`src/rtl/lsu_wb_pkg.sv`:
```
// Shared encodings for the LSU Wishbone master: RISC-V access sizes and FSM states.
package lsu_wb_pkg;

  localparam logic [2:0] SZ_B  = 3'b000;
  localparam logic [2:0] SZ_H  = 3'b001;
  localparam logic [2:0] SZ_W  = 3'b010;
  localparam logic [2:0] SZ_BU = 3'b100;
  localparam logic [2:0] SZ_HU = 3'b101;

  typedef enum logic [1:0] {
    ST_IDLE     = 2'd0,
    ST_REQ      = 2'd1,
    ST_WAIT_ACK = 2'd2,
    ST_RESP     = 2'd3
  } lsu_state_e;

endpackage

```
`src/rtl/lsu_wb_master_if.sv`:
```
// Wishbone pipelined bus between the LSU master and a single slave.
interface lsu_wb_master_if;

  logic        wb_cyc_o;
  logic        wb_stb_o;
  logic        wb_we_o;
  logic [31:0] wb_adr_o;
  logic [31:0] wb_dat_o;
  logic [3:0]  wb_sel_o;
  logic        wb_stall_i;
  logic        wb_ack_i;
  logic        wb_err_i;
  logic [31:0] wb_dat_i;

  modport master (
    output wb_cyc_o, wb_stb_o, wb_we_o, wb_adr_o, wb_dat_o, wb_sel_o,
    input  wb_stall_i, wb_ack_i, wb_err_i, wb_dat_i
  );

  modport slave (
    input  wb_cyc_o, wb_stb_o, wb_we_o, wb_adr_o, wb_dat_o, wb_sel_o,
    output wb_stall_i, wb_ack_i, wb_err_i, wb_dat_i
  );

endinterface

```
`src/rtl/lsu_lane_align.sv`:
```
// Byte-lane steering: store byte enables/replication, misalignment detect, load extraction.
module lsu_lane_align
  import lsu_wb_pkg::*;
(
  input  logic [2:0]  st_size,
  input  logic [1:0]  st_offs,
  input  logic [31:0] st_wdata,
  output logic [3:0]  st_sel,
  output logic [31:0] st_dat,
  output logic        st_misalign,
  input  logic [2:0]  ld_size,
  input  logic [1:0]  ld_offs,
  input  logic [31:0] ld_raw,
  output logic [31:0] ld_data
);

  logic [31:0] ld_shifted;

  always_comb begin
    st_sel      = 4'b0000;
    st_dat      = 32'h0;
    st_misalign = 1'b0;
    case (st_size)
      SZ_B, SZ_BU: begin
        st_sel = 4'b0001 << st_offs;
        st_dat = {4{st_wdata[7:0]}};
      end
      SZ_H, SZ_HU: begin
        st_sel      = 4'b0011 << st_offs;
        st_dat      = {2{st_wdata[15:0]}};
        st_misalign = st_offs[0];
      end
      SZ_W: begin
        st_sel      = 4'b1111;
        st_dat      = st_wdata;
        st_misalign = |st_offs;
      end
      // Encodings 011 and 11x are not legal load/store widths.
      default: st_misalign = 1'b1;
    endcase
  end

  always_comb begin
    ld_shifted = ld_raw >> {ld_offs, 3'b000};
    ld_data    = 32'h0;
    case (ld_size)
      SZ_B:    ld_data = {{24{ld_shifted[7]}}, ld_shifted[7:0]};
      SZ_H:    ld_data = {{16{ld_shifted[15]}}, ld_shifted[15:0]};
      SZ_W:    ld_data = ld_shifted;
      SZ_BU:   ld_data = {24'h0, ld_shifted[7:0]};
      SZ_HU:   ld_data = {16'h0, ld_shifted[15:0]};
      default: ld_data = 32'h0;
    endcase
  end

endmodule

```
`src/rtl/lsu_wb_master.sv`:
```
// Single-outstanding LSU to Wishbone pipelined master with misalign trap and ack timeout.
//   state    | meaning
//   IDLE     | ready for a CPU request
//   REQ      | cyc+stb asserted, waiting for the slave to take it (stall low)
//   WAIT_ACK | cyc only, waiting for ack/err or timeout
//   RESP     | one-cycle response pulse to the CPU
module lsu_wb_master
  import lsu_wb_pkg::*;
#(
  parameter int TIMEOUT = 15
) (
  input  logic        wb_clk_i,
  input  logic        wb_rst_i,
  input  logic        req_valid,
  output logic        req_ready,
  input  logic        req_we,
  input  logic [2:0]  req_size,
  input  logic [31:0] req_addr,
  input  logic [31:0] req_wdata,
  output logic        resp_valid,
  output logic [31:0] resp_rdata,
  output logic        resp_err,
  lsu_wb_master_if.master wb
);

  localparam int CNT_W = (TIMEOUT < 1) ? 1 : $clog2(TIMEOUT + 1);
  localparam logic [CNT_W-1:0] CNT_MAX = CNT_W'(TIMEOUT);

  lsu_state_e       state_q, state_d;
  logic             we_q, we_d;
  logic [2:0]       size_q, size_d;
  logic [31:0]      addr_q, addr_d;
  logic [31:0]      dat_q, dat_d;
  logic [3:0]       sel_q, sel_d;
  logic [CNT_W-1:0] cnt_q, cnt_d;
  logic [31:0]      rdata_q, rdata_d;
  logic             err_q, err_d;

  logic [3:0]  st_sel;
  logic [31:0] st_dat;
  logic        st_misalign;
  logic [31:0] ld_data;
  logic        timed_out;
  logic        bus_live;
  logic        bus_done;

  lsu_lane_align u_align (
    .st_size     (req_size),
    .st_offs     (req_addr[1:0]),
    .st_wdata    (req_wdata),
    .st_sel      (st_sel),
    .st_dat      (st_dat),
    .st_misalign (st_misalign),
    .ld_size     (size_q),
    .ld_offs     (addr_q[1:0]),
    .ld_raw      (wb.wb_dat_i),
    .ld_data     (ld_data)
  );

  always_ff @(posedge wb_clk_i) begin
    if (wb_rst_i) begin
      state_q <= ST_IDLE;
      we_q    <= 1'b0;
      size_q  <= SZ_B;
      addr_q  <= 32'h0;
      dat_q   <= 32'h0;
      sel_q   <= 4'b0000;
      cnt_q   <= '0;
      rdata_q <= 32'h0;
      err_q   <= 1'b0;
    end else begin
      state_q <= state_d;
      we_q    <= we_d;
      size_q  <= size_d;
      addr_q  <= addr_d;
      dat_q   <= dat_d;
      sel_q   <= sel_d;
      cnt_q   <= cnt_d;
      rdata_q <= rdata_d;
      err_q   <= err_d;
    end
  end

  // Once the count hits TIMEOUT the cycle is already abandoned, so a late ack is ignored.
  assign timed_out = (state_q == ST_WAIT_ACK) && (cnt_q == CNT_MAX);
  assign bus_live  = ((state_q == ST_REQ) && !wb.wb_stall_i) ||
                     ((state_q == ST_WAIT_ACK) && !timed_out);
  assign bus_done  = bus_live && (wb.wb_ack_i || wb.wb_err_i);

  always_comb begin
    state_d = state_q;
    we_d    = we_q;
    size_d  = size_q;
    addr_d  = addr_q;
    dat_d   = dat_q;
    sel_d   = sel_q;
    cnt_d   = cnt_q;
    rdata_d = rdata_q;
    err_d   = err_q;
    case (state_q)
      ST_IDLE: begin
        if (req_valid) begin
          we_d   = req_we;
          size_d = req_size;
          addr_d = req_addr;
          dat_d  = st_dat;
          sel_d  = st_sel;
          if (st_misalign) begin
            state_d = ST_RESP;
            err_d   = 1'b1;
            rdata_d = 32'h0;
          end else begin
            state_d = ST_REQ;
          end
        end
      end
      ST_REQ: begin
        if (bus_done) begin
          state_d = ST_RESP;
          err_d   = !wb.wb_ack_i;
          rdata_d = (wb.wb_ack_i && !we_q) ? ld_data : 32'h0;
        end else if (!wb.wb_stall_i) begin
          state_d = ST_WAIT_ACK;
          cnt_d   = '0;
        end
      end
      ST_WAIT_ACK: begin
        if (timed_out) begin
          state_d = ST_RESP;
          err_d   = 1'b1;
          rdata_d = 32'h0;
        end else if (bus_done) begin
          state_d = ST_RESP;
          err_d   = !wb.wb_ack_i;
          rdata_d = (wb.wb_ack_i && !we_q) ? ld_data : 32'h0;
        end else begin
          cnt_d = cnt_q + 1'b1;
        end
      end
      ST_RESP: state_d = ST_IDLE;
      default: state_d = ST_IDLE;
    endcase
  end

  assign req_ready   = (state_q == ST_IDLE);
  assign resp_valid  = (state_q == ST_RESP);
  assign resp_rdata  = rdata_q;
  assign resp_err    = err_q;

  assign wb.wb_cyc_o = (state_q == ST_REQ) || ((state_q == ST_WAIT_ACK) && !timed_out);
  assign wb.wb_stb_o = (state_q == ST_REQ);
  assign wb.wb_we_o  = we_q;
  assign wb.wb_adr_o = {addr_q[31:2], 2'b00};
  assign wb.wb_dat_o = dat_q;
  assign wb.wb_sel_o = sel_q;

endmodule

```
`src/flat_wrapper.sv`:
```
// flat-port wrapper written by rule: the top's interface ports become plain ports
module lsu_wb_master_flat import lsu_wb_pkg::*;
#(
  parameter int TIMEOUT = 15
)
  (wb_clk_i, wb_rst_i, req_valid, req_ready, req_we, req_size, req_addr, req_wdata, resp_valid, resp_rdata, resp_err, wb_wb_cyc_o, wb_wb_stb_o, wb_wb_we_o, wb_wb_adr_o, wb_wb_dat_o, wb_wb_sel_o, wb_wb_stall_i, wb_wb_ack_i, wb_wb_err_i, wb_wb_dat_i);
  lsu_wb_master_if wb_i ();
  input  logic wb_clk_i;
  input  logic wb_rst_i;
  input  logic req_valid;
  output logic req_ready;
  input  logic req_we;
  input  logic [2:0] req_size;
  input  logic [31:0] req_addr;
  input  logic [31:0] req_wdata;
  output logic resp_valid;
  output logic [31:0] resp_rdata;
  output logic resp_err;
  output wire logic [$bits(wb_i.wb_cyc_o)-1:0] wb_wb_cyc_o;
  output wire logic [$bits(wb_i.wb_stb_o)-1:0] wb_wb_stb_o;
  output wire logic [$bits(wb_i.wb_we_o)-1:0] wb_wb_we_o;
  output wire logic [$bits(wb_i.wb_adr_o)-1:0] wb_wb_adr_o;
  output wire logic [$bits(wb_i.wb_dat_o)-1:0] wb_wb_dat_o;
  output wire logic [$bits(wb_i.wb_sel_o)-1:0] wb_wb_sel_o;
  input wire logic [$bits(wb_i.wb_stall_i)-1:0] wb_wb_stall_i;
  input wire logic [$bits(wb_i.wb_ack_i)-1:0] wb_wb_ack_i;
  input wire logic [$bits(wb_i.wb_err_i)-1:0] wb_wb_err_i;
  input wire logic [$bits(wb_i.wb_dat_i)-1:0] wb_wb_dat_i;
  assign wb_wb_cyc_o = wb_i.wb_cyc_o;
  assign wb_wb_stb_o = wb_i.wb_stb_o;
  assign wb_wb_we_o = wb_i.wb_we_o;
  assign wb_wb_adr_o = wb_i.wb_adr_o;
  assign wb_wb_dat_o = wb_i.wb_dat_o;
  assign wb_wb_sel_o = wb_i.wb_sel_o;
  assign wb_i.wb_stall_i = wb_wb_stall_i;
  assign wb_i.wb_ack_i = wb_wb_ack_i;
  assign wb_i.wb_err_i = wb_wb_err_i;
  assign wb_i.wb_dat_i = wb_wb_dat_i;
  lsu_wb_master #(.TIMEOUT(TIMEOUT)) u_core (.wb_clk_i(wb_clk_i), .wb_rst_i(wb_rst_i), .req_valid(req_valid), .req_ready(req_ready), .req_we(req_we), .req_size(req_size), .req_addr(req_addr), .req_wdata(req_wdata), .resp_valid(resp_valid), .resp_rdata(resp_rdata), .resp_err(resp_err), .wb(wb_i));
endmodule
```
`config.mk`:
```
export PLATFORM = sky130hd
export DESIGN_NAME = lsu_wb_master_flat
export DESIGN_NICKNAME = d
export VERILOG_FILES = /design/src/rtl/lsu_wb_pkg.sv /design/src/rtl/lsu_wb_master_if.sv /design/src/rtl/lsu_lane_align.sv /design/src/rtl/lsu_wb_master.sv /design/src/flat_wrapper.sv
export SDC_FILE = /design/constraint.sdc
export NUM_CORES = 1
export LEC_CHECK = 0
export ABC_CLOCK_PERIOD_IN_PS = 2300
export BUFFER_PORTS_ARGS = -buffer_cell sky130_fd_sc_hd__buf_2
export CORE_MARGIN = 3
export CORE_UTILIZATION = 30
export CTS_CLUSTER_SIZE = 40
export DETAILED_ROUTE_END_ITERATION = 16
export GPL_TIMING_DRIVEN = 1
export HOLD_SLACK_MARGIN = 0.15
export SYNTH_ARGS = -nofsm -noshare
export SYNTH_HDL_FRONTEND = slang
export SYNTH_SLANG_ARGS = --single-unit
```
`constraint.sdc`:
```
create_clock -name wb_clk_i -period 2.3 [get_ports wb_clk_i]
set_input_delay 0.345 -clock wb_clk_i [delete_from_list [all_inputs] [get_ports wb_clk_i]]
set_output_delay 0.345 -clock wb_clk_i [all_outputs]
set_load 0.01 [all_outputs]
```
==> flow_summary.ini <==
[pwr]
finalPower_mw = 6.605
switchingPower_mw = 2.572
leakagePower_nw = 2.908
clkPwrFrac_pct = 23.7
p_int_mw = 4.033
combPwrFrac_pct = 40.4
ir_drop_v = 0.0003703
swShare_pct = 38.94
seqPwrFrac_pct = 35.9
cellPowerDensity_mw_per_mm2 = 970.4

[synth]
synth_edf_count = 0
syn_inst = 690
synth_fa_ha_area_share_pct = 1.159
yosysMostFrequentCell = nand2_1
synth_top_area_share_pct = 41.18
synth_xor_area_share_pct = 0
yosysWarnings = 0
synth-compound-area-share_pct = 22.81
synth.area.mux_share_pct = 5.263
ys.flop_type = dfxtp_1
synthSimpleGateAreaFrac_pct = 20.73
syn_area_mm2 = 0.005396
synth_seq_area_share_pct = 41.18
yosys.area.top_type = dfxtp_1
synth_top_family_by_area = compound AO/OA/AOI/OAI gates
avgSynthCellArea_um2 = 7.821
synth_cell_type_count = 54
ys_ff_latch = 111
ys_top_cells_by_area = dfxtp_1 (41%), nand2_1 (9.4%), a21oi_1 (8.3%)
synth_common_cells = nand2_1 (135), dfxtp_1 (111), a21oi_1 (90), nor2_1 (55), o21ai_0 (44)
async_reset_ff_share_pct = 0

[finish]
nFillCells = 1882
nets = 961
areaGrowthSynthToFinish_pct = 26.13
diodes = 0
utilization_pct = 38.95
drive_gt1_share_pct = 31.35

[sta]
rsz0062_at_grt = no
clock.fmax_mhz = 463.8
post-route-period-util_pct = 93.75
worst_pin_slew_ps = 636.4
clock_skew_ps = 7.287
slew_violations = 0
setup_tns_ps = 0
hold_viol = 0
hold_slack_ps = 219.9
setup_viol = 0
period_needed_ps = 2156
slew_headroom_pct = 57.19

[placement]
dpl.hpwl_um = 12100
port_buffers = 209
gp_congestion = 0.7884

[run_status]
outcome = finished, final reports clean

[global_route]
grt_pass1_wl_um = 26190
grtUsageTotal_pct = 16.35
grt_start_max_net_pins = 80
grt_pass1_vias = 5099
antenna_found_initial = 1
grt_remaining_overflow = 0

[drt]
drt-initial-drc-count = 219
detail-route-antenna-nets = 0
via_per_inst = 4.879
drcViolationCount = 0
dr.pass1.iters = 4
wire_per_inst_um = 15.21
wl_um = 16430
num_vias = 5269

[floorplan]
ios = 212
dieArea_mm2 = 0.01963
rows = 48
die_x_um = 140.1
initial_utilization_pct = 30.88
die-height_um = 140.1
core-area_mm2 = 0.01748

[clock_tree]
h-tree-depth = 3
numCtsBuffers = 9
cts_tree = done
ctsHoldBuffers = 0
clockBufferDepth = 2
clk_latency_ps = 350
clk_pin_slew_ps = 80
clock_sinks = 111
ctsRootBufferMaster = clkbuf_16

[critical_path]
crit_arrival_ps = 2430
cp-end-kind = register
reg2reg_depth = 7
cp.required_ps = 2580
critPathLaunchType = register
crit_fanout = 7
path_depth = 7
cpPeakStageDelay_ps = 480
cp_num_buf_inv = 1
crit_type = register to register
crit_chain = inv_1, ha_1, nor2b_1, o32ai_4, nand3_4, or4_1, a31oi_1
crit_slowest_cell = or4_1
cp_top_family = simple AND/OR/NAND/NOR gates

[hold_path]
hp-class = primary input to register
holdPathStages = 3

[run]
max_cap_viol_count = 0
[registers in the layout, indices dropped and copies added (netlist names)]
signal              cells
u_core.wb.wb_we_o       1
u_core.addr_q          32
u_core.wb.wb_sel_o      4
u_core.state_q          2
u_core.size_q           3
u_core.cnt_q            4
u_core.wb.wb_dat_o     32
u_core.resp_err         1
u_core.resp_rdata      32
[layout make-up]
class                   count  area, um2  share of cell area, %
multi-input cells         489       2714                  39.87
well taps                 225      281.5                  4.136
clock inverters             6      51.30                 0.7537
inverters                   6      22.52                 0.3309
clock buffers              10      239.0                  3.511
flip-flops and latches    111       2222                  32.65
repair buffers            233       1276                  18.75
[stage by stage]
stage | instance area [um2] | std cells | setup slack [ps]
after floorplan | 5400 | 691 | 198.0
after global routing | 6807 | 1080 | 45.55
after detailed placement | 6495 | 1062 | 127.9
final | 6807 | 1080 | 143.8
after global placement | 6495 | 1062 | 160.1
after CTS | 6785 | 1078 | 118.4
[cells in the final DEF (no fill, tap or decap), types with 2 or more instances in the layout]
master	count
a31oi_1	3
dfxtp_1	111
a221oi_1	2
conb_1	2
ha_1	5
clkbuf_16	9
a311oi_1	2
mux2_2	8
mux2i_1	16
and2_1	9
clkinvlp_4	3
nand2b_1	4
nand3_1	4
nor2_1	55
buf_4	20
buf_12	4
inv_1	6
o2111ai_1	7
a21oi_1	90
a22oi_1	23
inv_6	2
a2bb2oi_1	7
nand2_1	134
o21ai_0	44
o21a_1	3
buf_2	209
nor2b_1	14
a211oi_1	9
nor3_1	19
[power groups by stage]
stage | clock (mW) | sequential, mW | combinational [mW]
after floorplan | 0 | 2.46 | 1.76
after global placement | 0 | 2.41 | 2.65
after detailed placement | 0 | 2.42 | 2.65
after CTS | 1.62 | 2.37 | 2.66
after global routing | 1.71 | 2.41 | 2.98
final | 1.56 | 2.37 | 2.67
[path summary, 6_finish.rpt]
kind | from | to | slack [ps]
worst max-delay path | u_core.state_q[0] | u_core.cnt_q[3] | 140
worst min-delay path | req_addr[23] | u_core.addr_q[23] | 220
worst max register to register | u_core.state_q[0] | u_core.cnt_q[3] | 140
worst min register to register | u_core.wb.wb_dat_o[9] | u_core.wb.wb_dat_o[9] | 450
[cells by family (layout without fill, tap and decap cells)]
logic type / count (synthesis) / after routing
simple gates: 254 / 254
compound gates: 202 / 202
flops: 111 / 111
buf+inv: 91 / 255
mux: 26 / 26
fa+ha+maj: 5 / 5
other cells: 1 / 2
[worst min-delay path, cell delays in order]
cell,delay (ps)
buf_2,90
nand2_1,40
a21oi_1,50
[what timing repair did]
item	CTS	global route
setup buffers	0	2
gates resized for setup	0	1
endpoints found under the setup margin	0	2
[layer usage]
layer	global-route usage (%)	share of wire, %	vias up
met2	26.89	46	168
met4	4.895	1.3	2
met5	0	0.067	-
met3	5.360	8.2	19
li1	-	-	2671
met1	20.46	45	2409
No activity file was read; power rests on OpenSTA's default activity.
